<file path="src/rtl/pc_sequencer_if.sv">
// Bundle between the PC sequencer, instruction memory, the ALU flag and the program counter.
// Handshake: MEM_REQ stays high while an instruction is wanted; a word transfers on each rising edge where MEM_REQ && MEM_RDY, and MEM_RDY is ignored otherwise.
interface pc_sequencer_if #(
  parameter int ADDR_W  = 8,
  parameter int INSTR_W = 16
);
  logic [INSTR_W-1:0] INSTR;
  logic               MEM_RDY;
  logic               ZERO;
  logic [ADDR_W-1:0]  PC_COUNT;
  logic               MEM_REQ;
  logic               IR_LOAD;
  logic               EXE_STB;
  logic               PC_ENA;
  logic               PC_LOAD;
  logic [ADDR_W-1:0]  PC_DATA;
  logic               HALTED;
  logic               STACK_ERR;

  modport master (
    input  INSTR, MEM_RDY, ZERO, PC_COUNT,
    output MEM_REQ, IR_LOAD, EXE_STB, PC_ENA, PC_LOAD, PC_DATA, HALTED, STACK_ERR
  );

  modport slave (
    output INSTR, MEM_RDY, ZERO, PC_COUNT,
    input  MEM_REQ, IR_LOAD, EXE_STB, PC_ENA, PC_LOAD, PC_DATA, HALTED, STACK_ERR
  );
endinterface

</file>
<file path="src/rtl/pc_sequencer.sv">
// Program-counter sequencer: FETCH -> DECODE -> EXEC -> UPDATE per instruction, HALT on HLT.
// Optional CALL/RET return stack is built when PC_CALL_STACK_EN is defined.
module pc_sequencer #(
  parameter int ADDR_W      = 8,
  parameter int INSTR_W     = 16,
  parameter int OPC_W       = 4,
  parameter int STACK_DEPTH = 4
) (
  input  logic           CLK,
  input  logic           RST,
  pc_sequencer_if.master bus,
  output logic [2:0]     dbg_state
);
  typedef enum logic [2:0] {
    S_FETCH  = 3'd0,
    S_DECODE = 3'd1,
    S_EXEC   = 3'd2,
    S_UPDATE = 3'd3,
    S_HALT   = 3'd4
  } state_t;

  localparam logic [OPC_W-1:0] OP_JMP = OPC_W'(4'hC);
  localparam logic [OPC_W-1:0] OP_BZ  = OPC_W'(4'hD);
  localparam logic [OPC_W-1:0] OP_BNZ = OPC_W'(4'hE);
  localparam logic [OPC_W-1:0] OP_HLT = OPC_W'(4'hF);

  state_t             state_q, state_d;
  logic [INSTR_W-1:0] ir_q, ir_d;
  logic               stack_err_q, stack_err_d;
  logic               mem_req_q, exe_stb_q, pc_ena_q, halted_q;
  logic [OPC_W-1:0]   opc;
  logic [ADDR_W-1:0]  target;
  logic               is_jmp, is_bz, is_bnz;
  logic               fetch_go, take_load, stack_fault;
  logic [ADDR_W-1:0]  load_value;
  logic               unused_ir_bits;

  assign opc            = ir_q[INSTR_W-1 -: OPC_W];
  assign target         = ir_q[ADDR_W-1:0];
  assign is_jmp         = (opc == OP_JMP);
  assign is_bz          = (opc == OP_BZ);
  assign is_bnz         = (opc == OP_BNZ);
  assign unused_ir_bits = ^ir_q[INSTR_W-OPC_W-1:ADDR_W];
  assign fetch_go       = (state_q == S_FETCH) && mem_req_q && bus.MEM_RDY;

`ifdef PC_CALL_STACK_EN
  localparam logic [OPC_W-1:0] OP_CALL = OPC_W'(4'hA);
  localparam logic [OPC_W-1:0] OP_RET  = OPC_W'(4'hB);
  localparam int SP_W  = $clog2(STACK_DEPTH + 1);
  localparam int IDX_W = (STACK_DEPTH > 1) ? $clog2(STACK_DEPTH) : 1;

  logic [ADDR_W-1:0] stack_q [STACK_DEPTH];
  logic [ADDR_W-1:0] stack_d [STACK_DEPTH];
  logic [SP_W-1:0]   sp_q, sp_d;
  logic [IDX_W-1:0]  top_idx, push_idx;
  logic              is_call, is_ret, stack_full, stack_empty;

  assign is_call     = (opc == OP_CALL);
  assign is_ret      = (opc == OP_RET);
  assign stack_full  = (sp_q == SP_W'(STACK_DEPTH));
  assign stack_empty = (sp_q == '0);
  assign top_idx     = IDX_W'(sp_q - 1'b1);
  assign push_idx    = IDX_W'(sp_q);
  // Fault depends only on IR and pointer, so it is known before UPDATE and can suppress PC_ENA.
  assign stack_fault = (is_call && stack_full) || (is_ret && stack_empty);
  assign take_load   = is_jmp | (is_bz & bus.ZERO) | (is_bnz & ~bus.ZERO) | is_call | is_ret;
  assign load_value  = is_ret ? stack_q[top_idx] : target;

  always_comb begin
    stack_d = stack_q;
    sp_d    = sp_q;
    if (state_q == S_UPDATE && !stack_fault) begin
      if (is_call) begin
        stack_d[push_idx] = bus.PC_COUNT + 1'b1;
        sp_d              = sp_q + 1'b1;
      end else if (is_ret) begin
        sp_d = sp_q - 1'b1;
      end
    end
  end

  always_ff @(posedge CLK or posedge RST) begin
    if (RST) begin
      sp_q <= '0;
      for (int i = 0; i < STACK_DEPTH; i++) stack_q[i] <= '0;
    end else begin
      sp_q    <= sp_d;
      stack_q <= stack_d;
    end
  end
`else
  logic unused_pc_count;

  assign unused_pc_count = ^bus.PC_COUNT;
  assign stack_fault     = 1'b0;
  assign take_load       = is_jmp | (is_bz & bus.ZERO) | (is_bnz & ~bus.ZERO);
  assign load_value      = target;
`endif

  always_comb begin
    state_d     = state_q;
    ir_d        = ir_q;
    stack_err_d = stack_err_q;
    case (state_q)
      S_FETCH: begin
        if (fetch_go) begin
          ir_d    = bus.INSTR;
          state_d = S_DECODE;
        end
      end
      S_DECODE: state_d = (opc == OP_HLT) ? S_HALT : S_EXEC;
      S_EXEC:   state_d = S_UPDATE;
      S_UPDATE: begin
        if (stack_fault) begin
          stack_err_d = 1'b1;
          state_d     = S_HALT;
        end else begin
          state_d = S_FETCH;
        end
      end
      S_HALT:   state_d = S_HALT;
      default:  state_d = S_FETCH;
    endcase
  end

  // Strobes are registered from the next state so they are clean and all zero in reset.
  always_ff @(posedge CLK or posedge RST) begin
    if (RST) begin
      state_q     <= S_FETCH;
      ir_q        <= '0;
      stack_err_q <= 1'b0;
      mem_req_q   <= 1'b0;
      exe_stb_q   <= 1'b0;
      pc_ena_q    <= 1'b0;
      halted_q    <= 1'b0;
    end else begin
      state_q     <= state_d;
      ir_q        <= ir_d;
      stack_err_q <= stack_err_d;
      mem_req_q   <= (state_d == S_FETCH);
      exe_stb_q   <= (state_d == S_EXEC);
      pc_ena_q    <= (state_d == S_UPDATE) && !stack_fault;
      halted_q    <= (state_d == S_HALT);
    end
  end

  assign bus.MEM_REQ   = mem_req_q;
  assign bus.IR_LOAD   = fetch_go;
  assign bus.EXE_STB   = exe_stb_q;
  assign bus.PC_ENA    = pc_ena_q;
  assign bus.PC_LOAD   = pc_ena_q & take_load;
  assign bus.PC_DATA   = (pc_ena_q & take_load) ? load_value : '0;
  assign bus.HALTED    = halted_q;
  assign bus.STACK_ERR = stack_err_q;
  assign dbg_state     = state_q;
endmodule

</file>
<file path="src/flat_wrapper.sv">
// flat-port wrapper written by rule: the top's interface ports become plain ports
module pc_sequencer_flat 
#(
  parameter int ADDR_W      = 8,
  parameter int INSTR_W     = 16,
  parameter int OPC_W       = 4,
  parameter int STACK_DEPTH = 4
)
  (CLK, RST, dbg_state, bus_INSTR, bus_MEM_RDY, bus_ZERO, bus_PC_COUNT, bus_MEM_REQ, bus_IR_LOAD, bus_EXE_STB, bus_PC_ENA, bus_PC_LOAD, bus_PC_DATA, bus_HALTED, bus_STACK_ERR);
  pc_sequencer_if #(.ADDR_W(ADDR_W), .INSTR_W(INSTR_W)) bus_i ();
  input  logic CLK;
  input  logic RST;
  output logic [2:0] dbg_state;
  input wire logic [$bits(bus_i.INSTR)-1:0] bus_INSTR;
  input wire logic [$bits(bus_i.MEM_RDY)-1:0] bus_MEM_RDY;
  input wire logic [$bits(bus_i.ZERO)-1:0] bus_ZERO;
  input wire logic [$bits(bus_i.PC_COUNT)-1:0] bus_PC_COUNT;
  output wire logic [$bits(bus_i.MEM_REQ)-1:0] bus_MEM_REQ;
  output wire logic [$bits(bus_i.IR_LOAD)-1:0] bus_IR_LOAD;
  output wire logic [$bits(bus_i.EXE_STB)-1:0] bus_EXE_STB;
  output wire logic [$bits(bus_i.PC_ENA)-1:0] bus_PC_ENA;
  output wire logic [$bits(bus_i.PC_LOAD)-1:0] bus_PC_LOAD;
  output wire logic [$bits(bus_i.PC_DATA)-1:0] bus_PC_DATA;
  output wire logic [$bits(bus_i.HALTED)-1:0] bus_HALTED;
  output wire logic [$bits(bus_i.STACK_ERR)-1:0] bus_STACK_ERR;
  assign bus_i.INSTR = bus_INSTR;
  assign bus_i.MEM_RDY = bus_MEM_RDY;
  assign bus_i.ZERO = bus_ZERO;
  assign bus_i.PC_COUNT = bus_PC_COUNT;
  assign bus_MEM_REQ = bus_i.MEM_REQ;
  assign bus_IR_LOAD = bus_i.IR_LOAD;
  assign bus_EXE_STB = bus_i.EXE_STB;
  assign bus_PC_ENA = bus_i.PC_ENA;
  assign bus_PC_LOAD = bus_i.PC_LOAD;
  assign bus_PC_DATA = bus_i.PC_DATA;
  assign bus_HALTED = bus_i.HALTED;
  assign bus_STACK_ERR = bus_i.STACK_ERR;
  pc_sequencer #(.ADDR_W(ADDR_W), .INSTR_W(INSTR_W), .OPC_W(OPC_W), .STACK_DEPTH(STACK_DEPTH)) u_core (.CLK(CLK), .RST(RST), .bus(bus_i), .dbg_state(dbg_state));
endmodule
</file>
<file path="config.mk">
export PLATFORM = sky130hd
export DESIGN_NAME = pc_sequencer_flat
export DESIGN_NICKNAME = d
export VERILOG_FILES = /design/src/rtl/pc_sequencer_if.sv /design/src/rtl/pc_sequencer.sv /design/src/flat_wrapper.sv
export SDC_FILE = /design/constraint.sdc
export NUM_CORES = 1
export LEC_CHECK = 0
export ABC_AREA = 1
export CORE_MARGIN = 8
export CORE_UTILIZATION = 39
export DETAILED_ROUTE_END_ITERATION = 7
export GPL_TIMING_DRIVEN = 0
export PLACE_DENSITY = 0.83
export SYNTH_ARGS = -nofsm -noshare
export SYNTH_HDL_FRONTEND = slang
export SYNTH_SLANG_ARGS = --single-unit
export TNS_END_PERCENT = 20
</file>
<file path="constraint.sdc">
create_clock -name CLK -period 1.61 [get_ports CLK]
set_clock_uncertainty 0.05 [all_clocks]
set_input_delay 0.322 -clock CLK [delete_from_list [all_inputs] [get_ports CLK]]
set_output_delay 0.322 -clock CLK [all_outputs]
set_load 0.005 [all_outputs]
</file>
==> results by group <==
Die
  • Core Region: 2230 µm²
  • I/O pins: 46
  • Initial core utilization: 0.417
  • Die H: 64.9 µm
  • Row count: 17
  • Die X: 64.9 µm
  • Area of the die: 4210 µm²

Synth
  • Synth Area in XOR/XNOR: 0
  • Mux contribution to synthesized area: 0
  • Simple-Gate Fraction of Synth Area: 0.256
  • Main synth FF type: dfrtp_1
  • Synth area leaders: dfrtp_1, o21ai_2, inv_1
  • Compound-cell area share of the yosys netlist: 0.101
  • Synth Warn #: 0
  • Post-synthesis sequential area ratio: 0.510
  • Synth top area share: 0.510
  • Async set-reset flop share out of synthesis: 1.00
  • Flops & latches, synth: 19
  • Syn avg cell area: 9.42 µm²
  • Post-Synthesis Cells: 99
  • Top post-synthesis cells by count: dfrtp_1, inv_1, nand2_1
  • Post-synth cell types: 15
  • Yosys top cell by area: dfrtp_1
  • Adder-cell share of the synthesized area: 0
  • Netlist Area Pre-Place: 932 µm²
  • Largest family of logic cells by synthesized area: simple AND/OR/NAND/NOR gates
  • EDFF count, synth: 0
  • Most common cell in the synthesized netlist: dfrtp_1
  • Post-Synthesis Net Count: 127

Finish
  • N_diodes: 0
  • Final Cell Area: 1450 µm²
  • Layout cell share with drive strength beyond 1: 0.459
  • Area Growth Syn to Fin: 55.3%
  • Layout net count: 177
  • # fillers: 186
  • Fin util: 0.648

Power and ir drop
  • P_leak: 0.762 nW
  • Ratio of total power to cell area: 1410 nW/µm²
  • Int Power: 1.25 mW
  • Switch share: 0.386
  • Reg power frac: 0.392
  • Clock share of power: 0.117
  • Switch Pwr: 788 µW
  • VDD IR max: 989 µV
  • Comb pwr share: 0.491

Placement
  • Port bufs: 32
  • Final GP Congestion: 0.718
  • Post-DP HPWL: 1.56 mm
  • Area post-placement: 1290 µm²

STA
  • Worst Max-Slew Pin Slew: 0.687 ns
  • Final setup viols: 9
  • Rel. slew slack: 0.542
  • Tmin final: 1.79 ns
  • Achievable frequency: 0.559 GHz
  • Worst hold slack: 0.364 ns
  • RSZ-0062 raised after global routing: true
  • Final max-slew violation count: 0
  • Fin crit share: 1.11
  • Final Hold Fails: 0
  • Setup WS post-layout: -0.179 ns
  • Setup TNS: -1.31 ns

Route
  • Drt initial violations: 10
  • Vias per std cell: 4.56
  • Pre-antenna DRT Iters: 4
  • Residual DRC count: 0
  • Post-DR wirelength/cell: 13.6 µm
  • Wirelength, routed: 2.39 mm
  • Final ANT Viol Nets: 0
  • Via count: 802

Global route
  • Vias in the first global route: 827
  • Total global-route track usage: 0.117
  • Pin count of the biggest net entering global routing: 20
  • GR Overflow Total: 0
  • First-pass GRT wire length: 3.87 mm
  • Initial antenna violation count: 0

Worst hold path
  • Worst min path class: input port to async pin

Worst setup path
  • Reg2Reg Depth: 7
  • Crit path DAT: 1.42 ns
  • Required @ worst endpoint: 1.24 ns
  • R2R Setup Slk: 0.18 ns
  • CP endpoint kind: output pin
  • Critical path class: flip-flop to output pin
  • Worst Path Max Fanout: 4
  • Reg2reg end: u_core.ir_q[3]
  • Reg2reg start: u_core.dbg_state[2]
  • CP Launch Point: u_core.ir_q[13]
  • CP startpoint kind: flip-flop

Clock network
  • H-tree Lvls: 1
  • Clock Path Buffers: 2
  • CTS tree: done
  • Clock latency on the worst-skew pair: 0.30 ns
  • Root buffer cell: clkbuf_4
  • CTS Buf Count: 3
  • Clock Sinks: 19
  • Clk slew on worst S/H paths: 0.10 ns

Outcome
  • Failing checks: negative setup slack
  • Status: finished, violations left

Job
  • Max-cap violations: 0
-- per-stage QoR --
| step | instances | power (mW) | worst slack (ns) |
|---|---|---|---|
| 2_1_floorplan | 99 | 1.34 | 0.350 |
| 3_3_place_gp | 159 | 1.61 | -0.599 |
| 3_5_place_dp | 159 | 1.64 | -0.619 |
| 4_1_cts | 174 | 1.94 | -0.184 |
| 5_1_grt | 176 | 2.19 | -0.249 |
| 6_report | 176 | 2.04 | -0.179 |
-- sequential cells by signal, summed over array words and instances, names as in the netlist --
register / flops
u_core.ir_q: 12
u_core.dbg_state: 3
u_core.bus.EXE_STB: 1
u_core.bus.HALTED: 1
u_core.bus.MEM_REQ: 1
u_core.bus.PC_ENA: 1
-- timing repair --
item | CTS | global route
gates resized for setup | 59 | 14
buffers inserted | 11 | 2
hold buffers | 0 | 0
setup endpoints to repair | 12 | 11
cloned | 1 | 0
pin swaps | 7 | 2
-- cell type report --
type                    count  area (µm²)  share of cell area
inverters                  18        80.1              0.0553
plain buffers               2        27.5              0.0190
flip-flops and latches     19         475               0.328
repair buffers             45         398               0.275
well taps                  28        35.0              0.0242
multi-input cells          60         405               0.280
clock buffers               4        26.3              0.0182
-- logic make-up (layout without fill, tap and decap cells) --
| kind of cell | after synthesis | after routing |
|---|---|---|
| buffers and inverters | 21 | 69 |
| AO/OA/AOI/OAI | 12 | 12 |
| flip-flops | 19 | 19 |
| other | 1 | 1 |
| AND/OR/NAND/NOR | 46 | 47 |
-- worst max path at each step --
stage	to	slack, ns	cells past startpoint
global placement	bus_IR_LOAD	-0.60	7
CTS	bus_PC_DATA[2]	-0.18	7
finish	bus_PC_DATA[2]	-0.18	7
floorplan	bus_IR_LOAD	0.35	4
detailed placement	bus_PC_DATA[7]	-0.62	6
global route	bus_PC_DATA[2]	-0.25	7
-- power by group through the flow --
| stage | Combinational, mW | Sequential (mW) | Clock, mW |
|---|---|---|---|
| finish | 1.00 | 0.799 | 0.238 |
| global route | 1.09 | 0.825 | 0.266 |
| CTS | 0.912 | 0.789 | 0.244 |
| detailed placement | 0.852 | 0.791 | 0 |
| global placement | 0.829 | 0.784 | 0 |
| floorplan | 0.562 | 0.779 | 0 |
-- critical path: stages (launching register included) --
cell     delay [ns]
dfrtp_1        0.41
inv_2          0.07
nand2_2        0.06
o21ai_4        0.10
nand3_4        0.13
buf_6          0.15
nor2_4         0.08
buf_2          0.11
-- metal layers --
layer	track usage	wire, µm	vias up
li1	-	-	394
met1	0.135	930	378
met2	0.185	1260	24
met3	0.0344	140	6
met4	0.0736	55	0
met5	0	0	-
-- cell usage in the layout, fill, tap and decap left out, types with 2 or more instances in the layout --
| cell | count |
|---|---|
| buf_2 | 9 |
| buf_4 | 7 |
| buf_6 | 8 |
| clkbuf_4 | 3 |
| clkdlybuf4s50_1 | 17 |
| dfrtp_1 | 19 |
| dlygate4sd2_1 | 4 |
| inv_1 | 14 |
| inv_2 | 3 |
| nand2_1 | 15 |
| nand2_2 | 11 |
| nand2_4 | 4 |
| nand3_1 | 2 |
| nand3_4 | 2 |
| nor2_1 | 4 |
| nor2_2 | 7 |
| nor2_4 | 2 |
| o21ai_1 | 2 |
| o21ai_2 | 9 |
Note: power is estimated with default switching activity, not from simulation.
